## config.mk

```make
export PLATFORM = sky130hd
export DESIGN_NAME = uart_tx_fifo_flat
export DESIGN_NICKNAME = d
export VERILOG_FILES = /design/src/rtl/uart_tx_fifo_if.sv /design/src/rtl/uart_tx_fifo.sv /design/src/flat_wrapper.sv
export SDC_FILE = /design/constraint.sdc
export NUM_CORES = 1
export LEC_CHECK = 0
export CORE_MARGIN = 4
export CORE_UTILIZATION = 54
export DETAILED_ROUTE_END_ITERATION = 7
export PLACE_DENSITY = 0.77
export SLEW_MARGIN = 20
export SYNTH_ARGS = -nofsm -noshare
export SYNTH_HDL_FRONTEND = slang
export SYNTH_SLANG_ARGS = --single-unit
```

## constraint.sdc

```tcl
create_clock -name clock -period 3.8 [get_ports clock]
set_input_delay 0.38 -clock clock [delete_from_list [all_inputs] [get_ports clock]]
set_output_delay 0.38 -clock clock [all_outputs]
set_load 0.05 [all_outputs]
```

## src/rtl/uart_tx_fifo_if.sv

```systemverilog
// Host-side write port and serial/status outputs of the UART transmitter.
// The host (master) pushes words and picks the frame format; the
// transmitter (slave) drives the line and reports FIFO/frame status.
interface uart_tx_fifo_if #(
  parameter int DATA_WIDTH = 8,
  parameter int FIFO_DEPTH = 16
);
  logic                              wr_en;
  logic [DATA_WIDTH-1:0]             data_in;
  logic [1:0]                        parity_type;
  logic [1:0]                        baud_rate;
  logic                              stop_bits;
  logic                              tx_out;
  logic                              tx_active_flag;
  logic                              tx_done_flag;
  logic                              fifo_full;
  logic                              fifo_empty;
  logic [$clog2(FIFO_DEPTH+1)-1:0]   fifo_count;
  logic                              overflow_flag;

  modport master (
    output wr_en, data_in, parity_type, baud_rate, stop_bits,
    input  tx_out, tx_active_flag, tx_done_flag,
    input  fifo_full, fifo_empty, fifo_count, overflow_flag
  );

  modport slave (
    input  wr_en, data_in, parity_type, baud_rate, stop_bits,
    output tx_out, tx_active_flag, tx_done_flag,
    output fifo_full, fifo_empty, fifo_count, overflow_flag
  );
endinterface

```

## src/rtl/uart_tx_fifo.sv

```systemverilog
// UART transmitter with a transmit FIFO. Frame format (parity, baud rate,
// stop bits) is captured when a word is popped, so host-side changes only
// affect frames that have not started yet.
//
// state    | meaning
// ---------+------------------------------------------------------------
// S_IDLE   | line high; pops the FIFO head and captures format if not empty
// S_START  | start bit (line low) for one bit period
// S_DATA   | DATA_WIDTH payload bits, LSB first
// S_PARITY | parity bit (only when parity enabled)
// S_STOP   | one or two stop bits; done pulse in the very last cycle
module uart_tx_fifo #(
  parameter int CLOCK_FREQ = 50_000_000,
  parameter int DATA_WIDTH = 8,
  parameter int FIFO_DEPTH = 16
) (
  input  logic           clock,
  input  logic           reset,
  uart_tx_fifo_if.slave  bus
);

  localparam int DIV_2400  = CLOCK_FREQ / 2400;
  localparam int DIV_4800  = CLOCK_FREQ / 4800;
  localparam int DIV_9600  = CLOCK_FREQ / 9600;
  localparam int DIV_19200 = CLOCK_FREQ / 19200;
  // Bit timer holds DIV-1 down to 0, so the slowest rate sets its width.
  localparam int TW = $clog2(DIV_2400 + 1);
  localparam int PW = $clog2(FIFO_DEPTH);
  localparam int CW = $clog2(FIFO_DEPTH + 1);
  localparam int IW = $clog2(DATA_WIDTH);

  typedef enum logic [2:0] {
    S_IDLE   = 3'd0,
    S_START  = 3'd1,
    S_DATA   = 3'd2,
    S_PARITY = 3'd3,
    S_STOP   = 3'd4
  } state_t;

  // Terminal count for the selected rate (timer counts DIV-1 .. 0).
  function automatic logic [TW-1:0] div_sel(input logic [1:0] rate);
    logic [TW-1:0] tc;
    case (rate)
      2'b00:   tc = TW'(DIV_2400 - 1);
      2'b01:   tc = TW'(DIV_4800 - 1);
      2'b10:   tc = TW'(DIV_9600 - 1);
      default: tc = TW'(DIV_19200 - 1);
    endcase
    return tc;
  endfunction

  logic [DATA_WIDTH-1:0] mem_q [FIFO_DEPTH];
  logic [PW-1:0]         wr_ptr_q, wr_ptr_d;
  logic [PW-1:0]         rd_ptr_q, rd_ptr_d;
  logic [CW-1:0]         count_q, count_d;
  logic                  ovf_q, ovf_d;

  state_t                state_q, state_d;
  logic [TW-1:0]         timer_q, timer_d;
  logic [TW-1:0]         div_q, div_d;
  logic [DATA_WIDTH-1:0] shift_q, shift_d;
  logic [IW-1:0]         idx_q, idx_d;
  logic                  par_q, par_d;
  logic                  par_en_q, par_en_d;
  logic                  stop2_q, stop2_d;
  logic                  stop_idx_q, stop_idx_d;

  logic                  full, empty, push, pop, tc, tx_bit, done;
  logic [DATA_WIDTH-1:0] head;

  // Full is judged on the registered count, so a same-cycle pop never admits a write.
  assign full  = (count_q == CW'(FIFO_DEPTH));
  assign empty = (count_q == '0);
  assign push  = bus.wr_en && !full;
  assign head  = mem_q[rd_ptr_q];
  assign tc    = (timer_q == '0);

  // FIFO bookkeeping: pointers wrap naturally, count tells full from empty.
  always_comb begin
    wr_ptr_d = wr_ptr_q;
    rd_ptr_d = rd_ptr_q;
    count_d  = count_q;
    ovf_d    = ovf_q;
    if (push) wr_ptr_d = wr_ptr_q + PW'(1);
    if (pop)  rd_ptr_d = rd_ptr_q + PW'(1);
    if (bus.wr_en && full) ovf_d = 1'b1;
    case ({push, pop})
      2'b10:   count_d = count_q + CW'(1);
      2'b01:   count_d = count_q - CW'(1);
      default: count_d = count_q;
    endcase
  end

  // Frame sequencer: next state, bit timer and line value.
  always_comb begin
    state_d    = state_q;
    timer_d    = timer_q;
    div_d      = div_q;
    shift_d    = shift_q;
    idx_d      = idx_q;
    par_d      = par_q;
    par_en_d   = par_en_q;
    stop2_d    = stop2_q;
    stop_idx_d = stop_idx_q;
    pop        = 1'b0;
    tx_bit     = 1'b1;
    done       = 1'b0;

    if (state_q != S_IDLE) timer_d = tc ? div_q : timer_q - TW'(1);

    unique case (state_q)
      S_IDLE: begin
        if (!empty) begin
          pop        = 1'b1;
          shift_d    = head;
          par_en_d   = (bus.parity_type == 2'b01) || (bus.parity_type == 2'b10);
          par_d      = (^head) ^ (bus.parity_type == 2'b01);
          stop2_d    = bus.stop_bits;
          div_d      = div_sel(bus.baud_rate);
          timer_d    = div_sel(bus.baud_rate);
          idx_d      = '0;
          stop_idx_d = 1'b0;
          state_d    = S_START;
        end
      end
      S_START: begin
        tx_bit = 1'b0;
        if (tc) state_d = S_DATA;
      end
      S_DATA: begin
        tx_bit = shift_q[0];
        if (tc) begin
          shift_d = shift_q >> 1;
          if (idx_q == IW'(DATA_WIDTH - 1)) begin
            state_d = par_en_q ? S_PARITY : S_STOP;
          end else begin
            idx_d = idx_q + IW'(1);
          end
        end
      end
      S_PARITY: begin
        tx_bit = par_q;
        if (tc) state_d = S_STOP;
      end
      S_STOP: begin
        tx_bit = 1'b1;
        if (tc) begin
          if (stop_idx_q == stop2_q) begin
            done    = 1'b1;
            state_d = S_IDLE;
          end else begin
            stop_idx_d = 1'b1;
          end
        end
      end
      default: state_d = S_IDLE;
    endcase
  end

  // State and control registers; reset aborts any frame and empties the FIFO.
  always_ff @(posedge clock) begin
    if (reset) begin
      state_q    <= S_IDLE;
      timer_q    <= '0;
      div_q      <= '0;
      shift_q    <= '0;
      idx_q      <= '0;
      par_q      <= 1'b0;
      par_en_q   <= 1'b0;
      stop2_q    <= 1'b0;
      stop_idx_q <= 1'b0;
      wr_ptr_q   <= '0;
      rd_ptr_q   <= '0;
      count_q    <= '0;
      ovf_q      <= 1'b0;
    end else begin
      state_q    <= state_d;
      timer_q    <= timer_d;
      div_q      <= div_d;
      shift_q    <= shift_d;
      idx_q      <= idx_d;
      par_q      <= par_d;
      par_en_q   <= par_en_d;
      stop2_q    <= stop2_d;
      stop_idx_q <= stop_idx_d;
      wr_ptr_q   <= wr_ptr_d;
      rd_ptr_q   <= rd_ptr_d;
      count_q    <= count_d;
      ovf_q      <= ovf_d;
    end
  end

  // FIFO storage; contents are don't-care after reset since the count is cleared.
  always_ff @(posedge clock) begin
    if (push) mem_q[wr_ptr_q] <= bus.data_in;
  end

  assign bus.tx_out         = tx_bit;
  assign bus.tx_active_flag = (state_q != S_IDLE);
  assign bus.tx_done_flag   = done;
  assign bus.fifo_full      = full;
  assign bus.fifo_empty     = empty;
  assign bus.fifo_count     = count_q;
  assign bus.overflow_flag  = ovf_q;

endmodule
```

## src/flat_wrapper.sv

```systemverilog
// flat-port wrapper written by rule: the top's interface ports become plain ports
module uart_tx_fifo_flat 
#(
  parameter int CLOCK_FREQ = 50_000_000,
  parameter int DATA_WIDTH = 8,
  parameter int FIFO_DEPTH = 16
)
  (clock, reset, bus_wr_en, bus_data_in, bus_parity_type, bus_baud_rate, bus_stop_bits, bus_tx_out, bus_tx_active_flag, bus_tx_done_flag, bus_fifo_full, bus_fifo_empty, bus_fifo_count, bus_overflow_flag);
  uart_tx_fifo_if #(.DATA_WIDTH(DATA_WIDTH), .FIFO_DEPTH(FIFO_DEPTH)) bus_i ();
  input  logic clock;
  input  logic reset;
  input wire logic [$bits(bus_i.wr_en)-1:0] bus_wr_en;
  input wire logic [$bits(bus_i.data_in)-1:0] bus_data_in;
  input wire logic [$bits(bus_i.parity_type)-1:0] bus_parity_type;
  input wire logic [$bits(bus_i.baud_rate)-1:0] bus_baud_rate;
  input wire logic [$bits(bus_i.stop_bits)-1:0] bus_stop_bits;
  output wire logic [$bits(bus_i.tx_out)-1:0] bus_tx_out;
  output wire logic [$bits(bus_i.tx_active_flag)-1:0] bus_tx_active_flag;
  output wire logic [$bits(bus_i.tx_done_flag)-1:0] bus_tx_done_flag;
  output wire logic [$bits(bus_i.fifo_full)-1:0] bus_fifo_full;
  output wire logic [$bits(bus_i.fifo_empty)-1:0] bus_fifo_empty;
  output wire logic [$bits(bus_i.fifo_count)-1:0] bus_fifo_count;
  output wire logic [$bits(bus_i.overflow_flag)-1:0] bus_overflow_flag;
  assign bus_i.wr_en = bus_wr_en;
  assign bus_i.data_in = bus_data_in;
  assign bus_i.parity_type = bus_parity_type;
  assign bus_i.baud_rate = bus_baud_rate;
  assign bus_i.stop_bits = bus_stop_bits;
  assign bus_tx_out = bus_i.tx_out;
  assign bus_tx_active_flag = bus_i.tx_active_flag;
  assign bus_tx_done_flag = bus_i.tx_done_flag;
  assign bus_fifo_full = bus_i.fifo_full;
  assign bus_fifo_empty = bus_i.fifo_empty;
  assign bus_fifo_count = bus_i.fifo_count;
  assign bus_overflow_flag = bus_i.overflow_flag;
  uart_tx_fifo #(.CLOCK_FREQ(CLOCK_FREQ), .DATA_WIDTH(DATA_WIDTH), .FIFO_DEPTH(FIFO_DEPTH)) u_core (.clock(clock), .reset(reset), .bus(bus_i));
endmodule
```

Yosys cells after proc, flatten, opt, wreduce, memory -nomap -nowiden:

Memory sizes are Yosys's and may differ from the RTL's. A register that Yosys moved wholly into a read port is not among the register bits.
Index checks and enable logic that the tools add are counted.
Widths: inputs -> output; s select.

* memory bits (read-only): 0
* register bits: 62
* output and inout bits: 11
* bits in latches: 0
* memory bits (writable): 128
* input port bits: 16
* memories: 1
* logic and storage cells: 98

* $lt $le $gt $ge: 0
* reductions and logical operators: 18
* multiplexer cells: 36
* equal/unequal tests: 22
* shift-type cells: 0
* bitwise gates (word level): 2
* $add $sub $neg: 6
* divide/modulo/power cells: 0
* $mul: 0

Memories
* u_core.mem_q: words 16, width 8, rd ports 1, clocked after memory_dff 1, write ports 1, RTL line uart_tx_fifo.sv:52 `logic [DATA_WIDTH-1:0] mem_q [FIFO_DEPTH];`

Operators by type and width (number)
* $mux 15: 4
* $pmux 15 s3: 1
* $mux 3: 11
* $mux 8: 2
* $pmux 8 s2: 1
* $logic_not 15->1: 1
* $pmux 3 s5: 1
* $sub 15x1->15 const B: 1
* $ne 2x1->1 const B: 6
* $mux 1: 10
* $pmux 5 s2: 1
* $add 4x1->4 const B: 2
* $mux 4: 2
* $reduce_and 4->1: 2
* $reduce_xor 8->1: 1
* $reduce_and 7->1: 1
* $eq 2x1->1 const B: 3
* $eq 2x2->1 const B: 3
* $eq 3x2->1 const B: 2
* $eq 3x3->1 const B: 2
* $ne 2x2->1 const B: 3
* $pmux 3 s2: 1
* $reduce_bool 2->1: 3
* $add 5x1->5 const B: 1
* 18 further kinds: 19

Longest topological paths before layout:

* depth in word-level cells: 5
* depth in mapped cells: 17
* depth with buffers taken out: 13

Worst setup path after synthesis:

OpenSTA, ideal clock, no wires.

* path kind: register -> register
* start point: register u_core.count_q[1] (netlist: u_core.bus.fifo_count[1])
* end point: register u_core.count_q[4] (netlist: u_core.bus.fifo_count[4])
* setup slack: 215 ps
* buffers on the path: 4
* cell stages (with the launch flop): 18
* setup time: 71 ps
* data required time: 3729 ps
* arrival: 3514 ps
* period minus slack after synthesis: 3585 ps
* cell sequence: dfxtp_1 -> clkbuf_1 -> nor4_1 -> nand2b_1 -> clkbuf_1 -> nand2_1 -> inv_1 -> buf_1 -> ha_1 -> clkbuf_1 -> xor2_1 -> ha_1 -> o21ai_0 -> a21oi_1 -> a21oi_1 -> xor2_1 -> or3_1 -> a21oi_1

* longest elaborated chain between the ends: 5
* elaborated cells between the ends (all ways): 12
* those cells by class: add/sub: 2; eq/ne: 3; mux: 3; reduce/logical: 4

RTL lines
* start: declaration: RTL line uart_tx_fifo.sv:55 `logic [CW-1:0] count_q, count_d;`
* start signal: assignment: RTL line uart_tx_fifo.sv:188 `count_q <= count_d;`
* $logic_not 5->1 / $eq 5x5->1 (equally long branches): RTL line uart_tx_fifo.sv:73, uart_tx_fifo.sv:72
* $mux 1 / $logic_not 1->1 (equally long branches): RTL line uart_tx_fifo.sv:113, uart_tx_fifo.sv:74
* $mux 1 / $logic_and 1x1->1 (equally long branches): RTL line uart_tx_fifo.sv:111, uart_tx_fifo.sv:74
* $eq 2x1->1 / $eq 2x2->1 (equally long branches): RTL line uart_tx_fifo.sv:87 `case ({push, pop})`
* $pmux 5 s2 / $reduce_bool 2->1 (equally long branches)

Several ways; a longest one is shown, not always the timed one.
A chain may end at the register's enable or synchronous reset.

Final worst setup path:

* start point: register u_core.timer_q[8]
* end point: output bus_tx_done_flag

* longest elaborated chain between the ends: 3

RTL lines
* start: declaration: RTL line uart_tx_fifo.sv:59 `logic [TW-1:0] timer_q, timer_d;`
* start signal: assignment: RTL line uart_tx_fifo.sv:178 `timer_q <= timer_d;`
* $logic_not 15->1: RTL line uart_tx_fifo.sv:76 `assign tc = (timer_q == '0);`
* $mux 1: RTL line uart_tx_fifo.sv:147 `if (tc) begin`
* $mux 1: RTL line uart_tx_fifo.sv:111 `unique case (state_q)`
* end: declaration: RTL line flat_wrapper.sv:19 `output wire logic [$bits(bus_i.tx_done_flag)-1:0] bus_tx_done_flag;`

No other way between the ends.

==> impl_metrics.json <==
{
  "outcome": "finished, final reports clean",
  "clk_latency_ns": 0.43,
  "hold_viol": 0,
  "synth_enable_flop_cells": 128,
  "fillers": 1055,
  "cp.required_ns": 3.42,
  "yosysTopAreaCell": "edfxtp_1",
  "synth_seq_cells": 188,
  "finalPower_w": 0.00705,
  "synth_compound_area_frac": 0.0740,
  "slowest_delay_ns": 0.79,
  "critPathBufInv": 1,
  "port_buffers": 26,
  "slew_headroom": 0.286,
  "crit_path_end_kind": "output port",
  "tightest_slew_ns": 1.07,
  "yosysWarnings": 0,
  "yosys-top-cells-area": "edfxtp_1, dfxtp_1, mux4_2",
  "die_w_um": 131,
  "yosysMostFrequentCell": "edfxtp_1",
  "gp_congestion": 0.811,
  "antenna_found_initial": 0,
  "netlist_instances": 615,
  "cts_hold_buf": 0,
  "hold_path_depth": 2,
  "totalWireLength_mm": 16.1,
  "crit_path_start_kind": "register",
  "placementRows": 44,
  "reg2reg_depth": 13,
  "drv_cap": 0,
  "synth.net_count": 651,
  "instances_no_fill": 830,
  "fin_nets": 669,
  "maxSlewViolCount": 0,
  "io_pins": 27,
  "gr-total-overflow": 0,
  "grt_max_degree": 58,
  "rr_startpoint": "u_core.bus.fifo_count[1]",
  "clkSinkCount": 188,
  "cts_setup_buffers": 0,
  "cts.repair.resized": 0,
  "worstPathArrival_ns": 3.08,
  "area_delta_synth_final_pct": 11.5,
  "worst-setup-path-type": "register to output port",
  "drt_iter0_markers": 432,
  "cpMaxStageDelayCell": "clkdlybuf4s50_1",
  "rsz0062_at_grt": "false",
  "period_share": 0.909,
  "clk_pin_slew_ns": 0.07,
  "finalCriticalPeriod_ns": 3.46,
  "r2r-end": "u_core.bus.fifo_count[4]",
  "min_path_type": "register to register",
  "yosys-mux-area-fraction": 0.110,
  "synth_top_area_share": 0.469,
  "reg2reg_setup_slack_ns": 0.55,
  "cts_htree_levels": 4,
  "peakVddDrop_v": 0.000462,
  "layout-drive-gt1-share": 0.107,
  "netlist_area_mm2": 0.00820,
  "p_leak_nw": 3.15,
  "dr.pass1.iters": 5,
  "hp-start": "u_core.div_q[8]",
  "num_vias": 4972,
  "fmax_ghz": 0.289,
  "yosysUniqueCellTypes": 52,
  "viasPerCell": 5.99,
  "power.density_mw_per_mm2": 771,
  "antenna_cells": 0,
  "cp_max_fo": 11,
  "synth_top_family_by_area": "multiplexers",
  "yosys-top-cells-count": "edfxtp_1, nor2_1, nand2_1, dfxtp_1, a21oi_1",
  "cts-root-buf": "clkbuf_16",
  "synth_fa_ha_area_frac": 0.0305,
  "ys_seq_area_frac": 0.615,
  "min_to": "u_core.div_q[8]",
  "path_cells": "or4_1 > nor3_1 > and3_1 > and4_1 > clkdlybuf4s50_1",
  "initial_utilization": 0.558,
  "dpl.hpwl_mm": 10.5,
  "final.setup_skew_ns": 0.00714,
  "dp_cells": 798,
  "synth_xor_area_frac": 0.0349,
  "grt_first_pass_wirelength_mm": 25.8,
  "yosys_most_used_dff": "edfxtp_1",
  "fin_tns_setup_ns": 0,
  "pre_cts_ws_ns": 0.658,
  "grt_pass1_vias": 4724,
  "tritoncts": "built",
  "setup_slack_ns": 0.344,
  "drc": 0,
  "die_h_um": 131,
  "synth-simple-area-share": 0.102,
  "cpLargestDelayFamily": "simple AND/OR/NAND/NOR gates",
  "setup_viol": 0,
  "ant_nets": 0,
  "core_mm2": 0.0147,
  "hold-worst-slack_ns": 0.454,
  "numCtsBuffers": 17,
  "avgSynthCellArea_um2": 13.3,
  "cts_buffer_depth": 2,
  "wl_per_cell_um": 19.4,
  "grt.total_usage": 0.192,
  "die_area_mm2": 0.0172,
  "async_reset_ff_frac": 0
}
-- metrics by stage --
| step | cell area (um2) | util |
|---|---|---|
| floorplan | 8200 | - |
| detailed placement | 8580 | 0.583 |
| global route | 9150 | 0.622 |
| CTS | 9150 | 0.622 |
| finish | 9150 | 0.622 |
| global placement | 8580 | 0.583 |
-- logic make-up (layout without fill, tap and decap cells) --
logic type / count (synthesis) / in the layout
AND/OR/NAND/NOR: 194 / 194
flip-flops: 188 / 188
AO/OA/AOI/OAI: 92 / 92
buffers and inverters: 54 / 85
multiplexers: 40 / 40
XOR/XNOR: 27 / 27
adder cells (fa/ha/maj): 20 / 20
-- worst register-to-register path, stage by stage, from the launching register on --
cell,delay (ns)
dfxtp_1,0.39
nor4_1,0.44
nand2_1,0.12
and2_1,0.29
inv_1,0.12
ha_1,0.34
xor2_1,0.22
ha_1,0.22
o21ai_0,0.10
a21oi_1,0.20
a21oi_1,0.10
xor2_1,0.15
or3_1,0.32
a21oi_1,0.15
-- metal layers --
| metal | wire [um] | GRT usage | vias up |
|---|---|---|---|
| met2 | 8080 | 0.319 | 134 |
| met5 | 0 | 0 | - |
| met1 | 7060 | 0.254 | 2479 |
| li1 | - | - | 2341 |
| met3 | 757 | 0.0493 | 18 |
| met4 | 221 | 0.0525 | 0 |
-- worst max-delay path by stage --
stage / endpoint / cells after the start / slack (ns) / start
global route: bus_tx_done_flag / 5 / 0.18 / u_core.timer_q[8]
floorplan: u_core.bus.fifo_count[4] / 17 / 0.21 / u_core.bus.fifo_count[1]
CTS: bus_tx_done_flag / 5 / 0.32 / u_core.timer_q[8]
finish: bus_tx_done_flag / 5 / 0.34 / u_core.timer_q[8]
detailed placement: u_core.bus.fifo_count[4] / 12 / 0.66 / bus_wr_en
global placement: u_core.bus.fifo_count[4] / 12 / 0.82 / bus_wr_en
-- placed cells by master (no fill, tap or decap), types with 2 or more instances in the layout --
| cell type | n |
|---|---|
| edfxtp_1 | 128 |
| o21ai_0 | 7 |
| clkbuf_16 | 17 |
| or3_1 | 3 |
| xnor2_1 | 10 |
| and3_1 | 2 |
| o211ai_1 | 6 |
| mux4_1 | 14 |
| nand4_1 | 3 |
| nor2_1 | 73 |
| xnor3_1 | 2 |
| nand2b_1 | 5 |
| inv_8 | 6 |
| nand3_1 | 18 |
| nor2b_1 | 3 |
| ha_1 | 20 |
| o22ai_1 | 2 |
| a31oi_1 | 2 |
| a211oi_1 | 9 |
| xor2_1 | 13 |
| nor4_1 | 4 |
| nor3_1 | 10 |
| mux4_2 | 22 |
| clkdlybuf4s50_1 | 25 |
| nand2_1 | 67 |
| a22oi_1 | 8 |
| a21oi_1 | 34 |
| dfxtp_1 | 59 |
| inv_6 | 3 |
| a311oi_1 | 15 |
| inv_1 | 16 |
| mux2i_1 | 4 |
| clkinvlp_4 | 3 |
| buf_4 | 10 |
-- registers in the layout, summed over array words and instances, names as in the netlist, 3 cells and up, named ones only --
signal and flops:
u_core.bus.fifo_count 5, u_core.div_q 9, u_core.idx_q 3, u_core.mem_q 128
u_core.rd_ptr_q 4, u_core.shift_q 8, u_core.state_q 3, u_core.timer_q 15
u_core.wr_ptr_q 4
-- layout make-up --
class	count	area, um2	share of cell area
flip-flops and latches	188	5050	0.552
clock inverters	15	145	0.0159
multi-input cells	373	2890	0.316
clock buffers	17	425	0.0465
repair buffers	37	350	0.0383
inverters	16	60.1	0.00657
well taps	184	230	0.0252
-- report_power, final --
group / total [W] / internal [W] / switching [W]
combinational: 0.00268 / 0.00115 / 0.00153
sequential: 0.00266 / 0.00243 / 0.000226
clock: 0.00171 / 0.000874 / 0.000836
(Power assumes the default switching activity.)
